`src/rtl/bru_pkg.sv`:
```
// Shared types for the branch resolve unit: FSM state encoding and 2-bit BHT counter values.
package bru_pkg;

  typedef enum logic {
    BRU_IDLE     = 1'b0,
    BRU_REDIRECT = 1'b1
  } bru_state_t;

  localparam logic [1:0] SNT       = 2'b00;
  localparam logic [1:0] WNT       = 2'b01;
  localparam logic [1:0] WT        = 2'b10;
  localparam logic [1:0] ST        = 2'b11;
  localparam logic [1:0] BHT_RESET = WNT;

  // Saturating 2-bit counter step toward the observed direction.
  function automatic logic [1:0] bht_step(input logic [1:0] cur, input logic taken);
    logic [1:0] nxt;
    nxt = cur;
    if (taken && cur != ST) nxt = cur + 2'd1;
    else if (!taken && cur != SNT) nxt = cur - 2'd1;
    return nxt;
  endfunction

endpackage

```
`src/rtl/bru_bht.sv`:
```
// Branch history table: array of 2-bit saturating counters, one combinational read port, one update port.
// Read returns the pre-update value when read and write hit the same entry in a cycle (no bypass).
module bru_bht
  import bru_pkg::*;
#(
  parameter int XLEN    = 32,
  parameter int ENTRIES = 64
) (
  input  logic            clk,
  input  logic            rst,
  input  logic [XLEN-1:0] rd_pc,
  output logic            rd_taken,
  input  logic            wr_en,
  input  logic [XLEN-1:0] wr_pc,
  input  logic            wr_taken
);

  localparam int IDXW = $clog2(ENTRIES);

  logic [1:0]      ctr [ENTRIES];
  logic [IDXW-1:0] rd_idx;
  logic [IDXW-1:0] wr_idx;

  assign rd_idx   = rd_pc[IDXW+1:2];
  assign wr_idx   = wr_pc[IDXW+1:2];
  assign rd_taken = ctr[rd_idx][1];

  always_ff @(posedge clk or posedge rst) begin
    if (rst) begin
      for (int i = 0; i < ENTRIES; i++) ctr[i] <= BHT_RESET;
    end else if (wr_en) begin
      ctr[wr_idx] <= bht_step(ctr[wr_idx], wr_taken);
    end
  end

  // PC bits outside the index field carry no information for the table.
  logic unused_pc_bits;
  assign unused_pc_bits = ^{rd_pc[XLEN-1:IDXW+2], rd_pc[1:0], wr_pc[XLEN-1:IDXW+2], wr_pc[1:0]};

endmodule

```
`src/rtl/branch_resolve_unit.sv`:
```
// Resolves EX branches/jumps against the fetch prediction, trains the BHT, raises a held redirect plus 1-cycle flush.
// Redirect appears 1 cycle after a mispredicting resolve and is held (EX stalled) until redirect_ready; BRU_PERF_EN adds perf counters.
module branch_resolve_unit
  import bru_pkg::*;
#(
  parameter int XLEN        = 32,
  parameter int BHT_ENTRIES = 64
) (
  input  logic            clk,
  input  logic            rst,
  input  logic [XLEN-1:0] if_pc,
  output logic            if_pred_taken,
  input  logic            ex_valid,
  input  logic            ex_is_branch,
  input  logic            ex_is_jump,
  input  logic [XLEN-1:0] ex_pc,
  input  logic [XLEN-1:0] ex_target,
  input  logic            ex_pred_taken,
  input  logic [XLEN-1:0] ex_pred_target,
  input  logic            br_sig,
  output logic            redirect_valid,
  input  logic            redirect_ready,
  output logic [XLEN-1:0] redirect_pc,
  output logic            flush,
  output logic            ex_stall,
  output logic [31:0]     perf_branches,
  output logic [31:0]     perf_mispredicts
);

  bru_state_t state, state_nxt;
  logic       resolve;
  logic       actual;
  logic       mispred;
  logic       train;

  assign resolve = ex_valid & (ex_is_branch | ex_is_jump) & (state == BRU_IDLE);
  assign actual  = ex_is_jump | (ex_is_branch & br_sig);
  assign mispred = (actual != ex_pred_taken) |
                   (actual & ex_pred_taken & (ex_target != ex_pred_target));
  // A simultaneous branch+jump encoding is handled as a jump and never trains.
  assign train   = resolve & ex_is_branch & ~ex_is_jump;

  always_ff @(posedge clk or posedge rst) begin
    if (rst) state <= BRU_IDLE;
    else     state <= state_nxt;
  end

  always_comb begin
    state_nxt = state;
    case (state)
      BRU_IDLE:     if (resolve && mispred) state_nxt = BRU_REDIRECT;
      BRU_REDIRECT: if (redirect_ready)     state_nxt = BRU_IDLE;
      default:      state_nxt = BRU_IDLE;
    endcase
  end

  assign redirect_valid = (state == BRU_REDIRECT);
  assign ex_stall       = (state == BRU_REDIRECT);

  always_ff @(posedge clk or posedge rst) begin
    if (rst) begin
      flush       <= 1'b0;
      redirect_pc <= '0;
    end else begin
      flush <= resolve & mispred;
      if (resolve && mispred) redirect_pc <= actual ? ex_target : ex_pc + XLEN'(4);
    end
  end

  bru_bht #(
    .XLEN    (XLEN),
    .ENTRIES (BHT_ENTRIES)
  ) u_bht (
    .clk      (clk),
    .rst      (rst),
    .rd_pc    (if_pc),
    .rd_taken (if_pred_taken),
    .wr_en    (train),
    .wr_pc    (ex_pc),
    .wr_taken (actual)
  );

`ifdef BRU_PERF_EN
  logic [31:0] perf_br_q;
  logic [31:0] perf_mis_q;

  always_ff @(posedge clk or posedge rst) begin
    if (rst) begin
      perf_br_q  <= '0;
      perf_mis_q <= '0;
    end else if (resolve) begin
      perf_br_q <= perf_br_q + 32'd1;
      if (mispred) perf_mis_q <= perf_mis_q + 32'd1;
    end
  end

  assign perf_branches    = perf_br_q;
  assign perf_mispredicts = perf_mis_q;
`else
  assign perf_branches    = '0;
  assign perf_mispredicts = '0;
`endif

endmodule
```
`config.mk`:
```
export PLATFORM = sky130hd
export DESIGN_NAME = branch_resolve_unit
export DESIGN_NICKNAME = d
export VERILOG_FILES = /design/src/rtl/bru_pkg.sv /design/src/rtl/bru_bht.sv /design/src/rtl/branch_resolve_unit.sv
export SDC_FILE = /design/constraint.sdc
export NUM_CORES = 1
export LEC_CHECK = 0
export CORE_AREA = 2 2 170 172
export DETAILED_ROUTE_END_ITERATION = 8
export DIE_AREA = 0 0 172 174
export GPL_TIMING_DRIVEN = 0
export HOLD_SLACK_MARGIN = 0.08
export PLACE_DENSITY = 0.64
export SKIP_LAST_GASP = 1
export SLEW_MARGIN = 5
export SYNTH_ARGS = -nofsm -noshare
export SYNTH_HDL_FRONTEND = slang
export SYNTH_SLANG_ARGS = --single-unit
```
`constraint.sdc`:
```
create_clock -name clk -period 5.5 [get_ports clk]
set_input_delay 1.375 -clock clk [delete_from_list [all_inputs] [get_ports clk]]
set_output_delay 1.375 -clock clk [all_outputs]
set_load 0.02 [all_outputs]
```
# ---- Yosys cells after proc, flatten, opt, wreduce, memory -nomap -nowiden
# Cells that the tools add are included.
dict set report op_classes {
  addsub 3
  magnitude_cmp 3
  n_eq_ne 3
  mux 16
  n_bitwise 15
  reduce_logical 6
}
# cell n
set ops {}
lappend ops {{bitwise mux 128 bit} 1}
lappend ops {{adder 32 x 3 -> 32 bit, second input constant} 1}
lappend ops {{two-way mux 32 bit} 1}
lappend ops {{inequality test 32 bit} 1}
lappend ops {{binary-select mux 2 bit (select 6 bit)} 2}
lappend ops {{two-way mux 2 bit} 8}
lappend ops {{>= comparator 7 bit, second input constant} 2}
lappend ops {{NOT 6 -> 7 bit} 2}
lappend ops {{demux 2 bit (select 6 bit)} 1}
lappend ops {{bitwise AND 1 bit} 8}
lappend ops {{less-than comparator 7 x 1 -> 1 bit, second input constant} 1}
lappend ops {{logical AND 1 bit} 4}
lappend ops {{bitwise OR 1 bit} 3}
lappend ops {{adder 2 x 1 -> 2 bit, second input constant} 1}
lappend ops {{two-way mux 1 bit} 2}
lappend ops {{inequality test 2 bit, second input constant} 1}
lappend ops {{NOT 1 bit} 2}
lappend ops {{case mux 1 bit (2 select lines)} 1}
lappend ops {{nonzero test 2 bit} 1}
lappend ops {{subtractor 2 x 1 -> 2 bit, second input constant} 1}
lappend ops {{logical NOT 1 bit} 1}
lappend ops {{inequality test 1 bit} 1}
dict set report word_totals {
  reg_bits 162
  elab_cells 113
}

# ---- Logic depth before layout (Yosys ltp)
dict set report depth {
  depth_word 10
  ltp_mapped 16
  ltp_nobuf 11
}

# ---- Modules after synthesis
# A second synthesis with hierarchy kept.
dict set report unflattened {
  cells_unflattened 1063
  area_unflattened_um2 10541.4
}
# mod instances cells_per_inst area_each_um2 seq_area_each_um2
set modules_own_cells {}
lappend modules_own_cells {bru_bht 1 615 6914.1 3283.1}
lappend modules_own_cells {branch_resolve_unit 1 448 3627.2 850.8}

# ---- Worst setup path after synthesis
# No wires, ideal clock.
dict set report synth_path {
  path_kind {input -> output}
  start {in if_pc[2]}
  end {out if_pred_taken}
  arrival_time_ns 3.856
  slack_ns 0.269
  cell_stages 5
  n_path_buf 2
  path_cell_list {clkbuf_1 buf_1 mux4_2 mux4_2 mux4_2}
}
dict set report synth_between {
  elab_chain_len 4
}
# item line
set synth_rtl {}
lappend synth_rtl {{start: declaration} branch_resolve_unit.sv:11} ;# input logic [XLEN-1:0] if_pc,
lappend synth_rtl {{NOT 6 -> 7 bit (implied by the code)} bru_bht.sv:26} ;# assign rd_taken = ctr[rd_idx][1];
lappend synth_rtl {{binary-select mux 2 bit (select 6 bit)} bru_bht.sv:26}
lappend synth_rtl {{two-way mux 2 bit (implied by the code) (2 in series)} bru_bht.sv:26}
lappend synth_rtl {{end: declaration} branch_resolve_unit.sv:12} ;# output logic if_pred_taken,
# No other way between the ends. The select of a mux whose other input is x is not followed.

# ---- Worst setup path in the final report
dict set report layout_path {
  start {in ex_pc[3]}
  end {reg u_bht.ctr[34] (netlist name)}
}
dict set report layout_between {
  elab_chain_len 10
  word_cells_on_any_way 19
  classes_between {2 x add/sub; 2 x order compare; 1 x eq/ne; 9 x mux; 1 x bitwise; 4 x reduce/logical}
}
# item line
set layout_rtl {}
lappend layout_rtl {{start: declaration} branch_resolve_unit.sv:16} ;# input logic [XLEN-1:0] ex_pc,
lappend layout_rtl {{NOT 6 -> 7 bit (implied by the code) (*)} bru_bht.sv:32} ;# ctr[wr_idx] <= bht_step(ctr[wr_idx], wr_taken);
lappend layout_rtl {{branches (longest 8 deep; another with subtractor 2 x 1 -> 2 bit)} --}
lappend layout_rtl {{bitwise mux 128 bit (*)} bru_bht.sv:32}
lappend layout_rtl {{end signal: indexed assignment} bru_bht.sv:32}
lappend layout_rtl {{end: declaration} bru_bht.sv:20} ;# logic [1:0] ctr [ENTRIES];
# Mark *: on every way between the ends. The select of a mux whose other input is x is not followed.
# A chain may end at the register's enable or synchronous reset.

==> impl_metrics.ini <==
[routing]
avgRoutedWirePerCell_um = 20.3
wl_um = 33900
dr.first_iter.drc_count = 1005
postRouteAntennaNets = 0
drc_errors = 0
firstDrtPassIters = 6
num_vias = 8695
vias_per_cell = 5.20

[setup_path]
critical_path.endpoint_type = flop
crit_path_start_kind = input port
worstPathArrival_ps = 5740
required_ps = 5810
critPathKind = input port to flop
crit_path_max_fanout = 10

[yosys]
synth_cell_types = 59
ys_ff_latch = 162
synth-edff-count = 0
syn_area_um2 = 9700
syn_avg_cell_area_um2 = 9.27
synth_top_flop_cell = dfrtp_1
yosys-top-cells-count = nand2_1, dfrtp_1, o21ai_0, buf_4, dfstp_2
async_reset_ff_share_pct = 100
yosysSeqAreaShare_pct = 42.6
synth.most_common_cell = nand2_1
yosysTopAreaCell = dfrtp_1
synth_top_area_share_pct = 25.3
syn_inst = 1046
ys_top_cells_by_area = dfrtp_1, dfstp_2, nand2_1, mux4_2, mux2i_1
yosysWarnings = 0

[final_layout]
postLayoutCoreUtil_pct = 44.4
nets = 1415
stdcell_count = 1672
syn_to_final_growth_pct = 29.2
drive_gt1_share_pct = 17.9
n_antenna_cell = 0

[die]
start_util_pct = 34.3
chipWidth_um = 172
rows = 62
die_h_um = 174
pin_count = 236
core_area_um2 = 28200
die_area_um2 = 29900

[sta]
fmax_ghz = 0.184
slew_violations = 0
rsz0062_at_grt = false
hold_ws_ps = 462
finalSetupViolCount = 0
period_needed_ps = 5430
slew_headroom_pct = 3.75
worst_pin_slew_ps = 1440
min_period_over_period_pct = 98.8
hold_viol = 0
fin_skew_ps = 17.9

[pwr]
power.total_w = 0.00356
irDropWorstVdd_v = 0.000151
cellLeakagePower_nw = 5.19
power_density_nw_per_um2 = 284

[grt]
grt_max_degree = 38
overflow = 0
grt_util_met2_pct = 37.0
gr-usage-met1_pct = 28.0
top_usage_layer = met2
grt_pass1_wl_um = 50300
grt_use_total_pct = 22.6
met3_usage_pct = 6.33
grt_pass1_vias = 8432
antenna_found_initial = 0

[clock_network]
cts-htree-levels = 4
cts_tree = done
path_clk_slew_ps = 70
insertion_delay_ps = 440
max-clock-path-buffers = 2
cts_root_buffer = clkbuf_16
numCtsBuffers = 17
hold_buffers = 0
post-cts-setup-buffer-count = 0
cts_sinks = 162

[placed_design]
portBuffers = 143
place_congestion = 0.957
dp_hpwl_um = 25600
dpl.cell_count = 1640

[run_status]
outcome = finished clean

[run]
drv_cap = 0

[worst_hold_path]
min_path_type = flop to flop
-- metal layers --
layer | up-vias | share of wire [%]
li1 | 4004 | -
met1 | 4062 | 38
met2 | 532 | 47
met3 | 97 | 11
met4 | 0 | 4.0
met5 | - | 0
-- per-stage QoR --
step	area [um2]	worst slack, ps	TNS (ps)
final	12500	65.9	0
after global routing	12500	17.8	0
after CTS	12500	9.30	0
after detailed placement	11900	-896	-9060
after global placement	11900	-882	-8360
after floorplan	9940	269	0
-- sequential cells by signal, indices dropped and copies added, names as in the netlist --
name and flops:
u_bht.ctr 128, redirect_pc 32, ex_stall 1, flush 1
-- final timing paths --
| kind | cells past startpoint | slack (ps) | startpoint | to |
|---|---|---|---|---|
| worst max-delay path | 14 | 70 | ex_pc[3] | u_bht.ctr[34] |
| worst min register to register | 2 | 460 | u_bht.ctr[62] | u_bht.ctr[62] |
| min in group asynchronous | 2 | 1360 | rst | redirect_pc[11] |
| max in group asynchronous | 5 | 2940 | rst | u_bht.ctr[122] |
| worst min-delay path | 2 | 460 | u_bht.ctr[62] | u_bht.ctr[62] |
| worst max register to register | 11 | 1800 | u_bht.ctr[4] | u_bht.ctr[34] |
-- logic make-up after synthesis --
| logic type | after synthesis | synth area share [%] |
|---|---|---|
| adders and majority gates | 4 | 0.516 |
| buffers and inverters | 145 | 8.93 |
| other | 1 | 0.0387 |
| AOI/OAI and AO/OA | 242 | 14.7 |
| and+or+nand+nor | 350 | 15.8 |
| xor gates and xnor gates | 59 | 5.41 |
| muxes | 83 | 12.0 |
| DFF | 162 | 42.6 |
-- worst max-delay path, cell delays in order --
cell and delay (ps):
clkdlybuf4s50_1 650, buf_4 290, buf_4 290, mux2i_1 290, o22ai_1 100, o21ai_0 270, nand4_1 250, a2111oi_4 460
inv_1 90, ha_1 240, mux2i_1 260, xor2_2 640, buf_2 380, a31oi_1 140
-- repair_timing --
action	in CTS	in global routing
setup endpoints to repair	1	1
cloned	0	0
resized for setup	9	2
-- layout by cell type, fill, tap and decap left out, types with 43 or more instances in the layout --
cell             netlist  layout
o21ai_0               93      93
clkdlybuf4s50_1        0     143
nand2_1              214     214
dfstp_2               64      64
mux2i_1               53      53
buf_4                 68      68
nor2_1                47      47
conb_1                 1      64
xnor2_1               43      43
dfrtp_1               98      98
-- cell type report --
cell class / count / area (um2)
Timing Repair Buffer: 147 / 1510
Buffer: 118 / 778
Clock inverter: 13 / 153
Clock buffer: 19 / 433
Tap cell: 384 / 480
Fill cell: 2793 / 15700
Inverter: 27 / 105
Sequential cell: 162 / 4130
Multi-Input combinational cell: 802 / 4940
-- report_power, final --
| part | internal (W) | switching (W) | leakage, nW |
|---|---|---|---|
| clock | 0.000681 | 0.000538 | 0.287 |
| combinational | 0.000402 | 0.000520 | 2.98 |
| sequential | 0.00133 | 0.0000869 | 1.92 |
No activity file was read; power rests on OpenSTA's default activity.
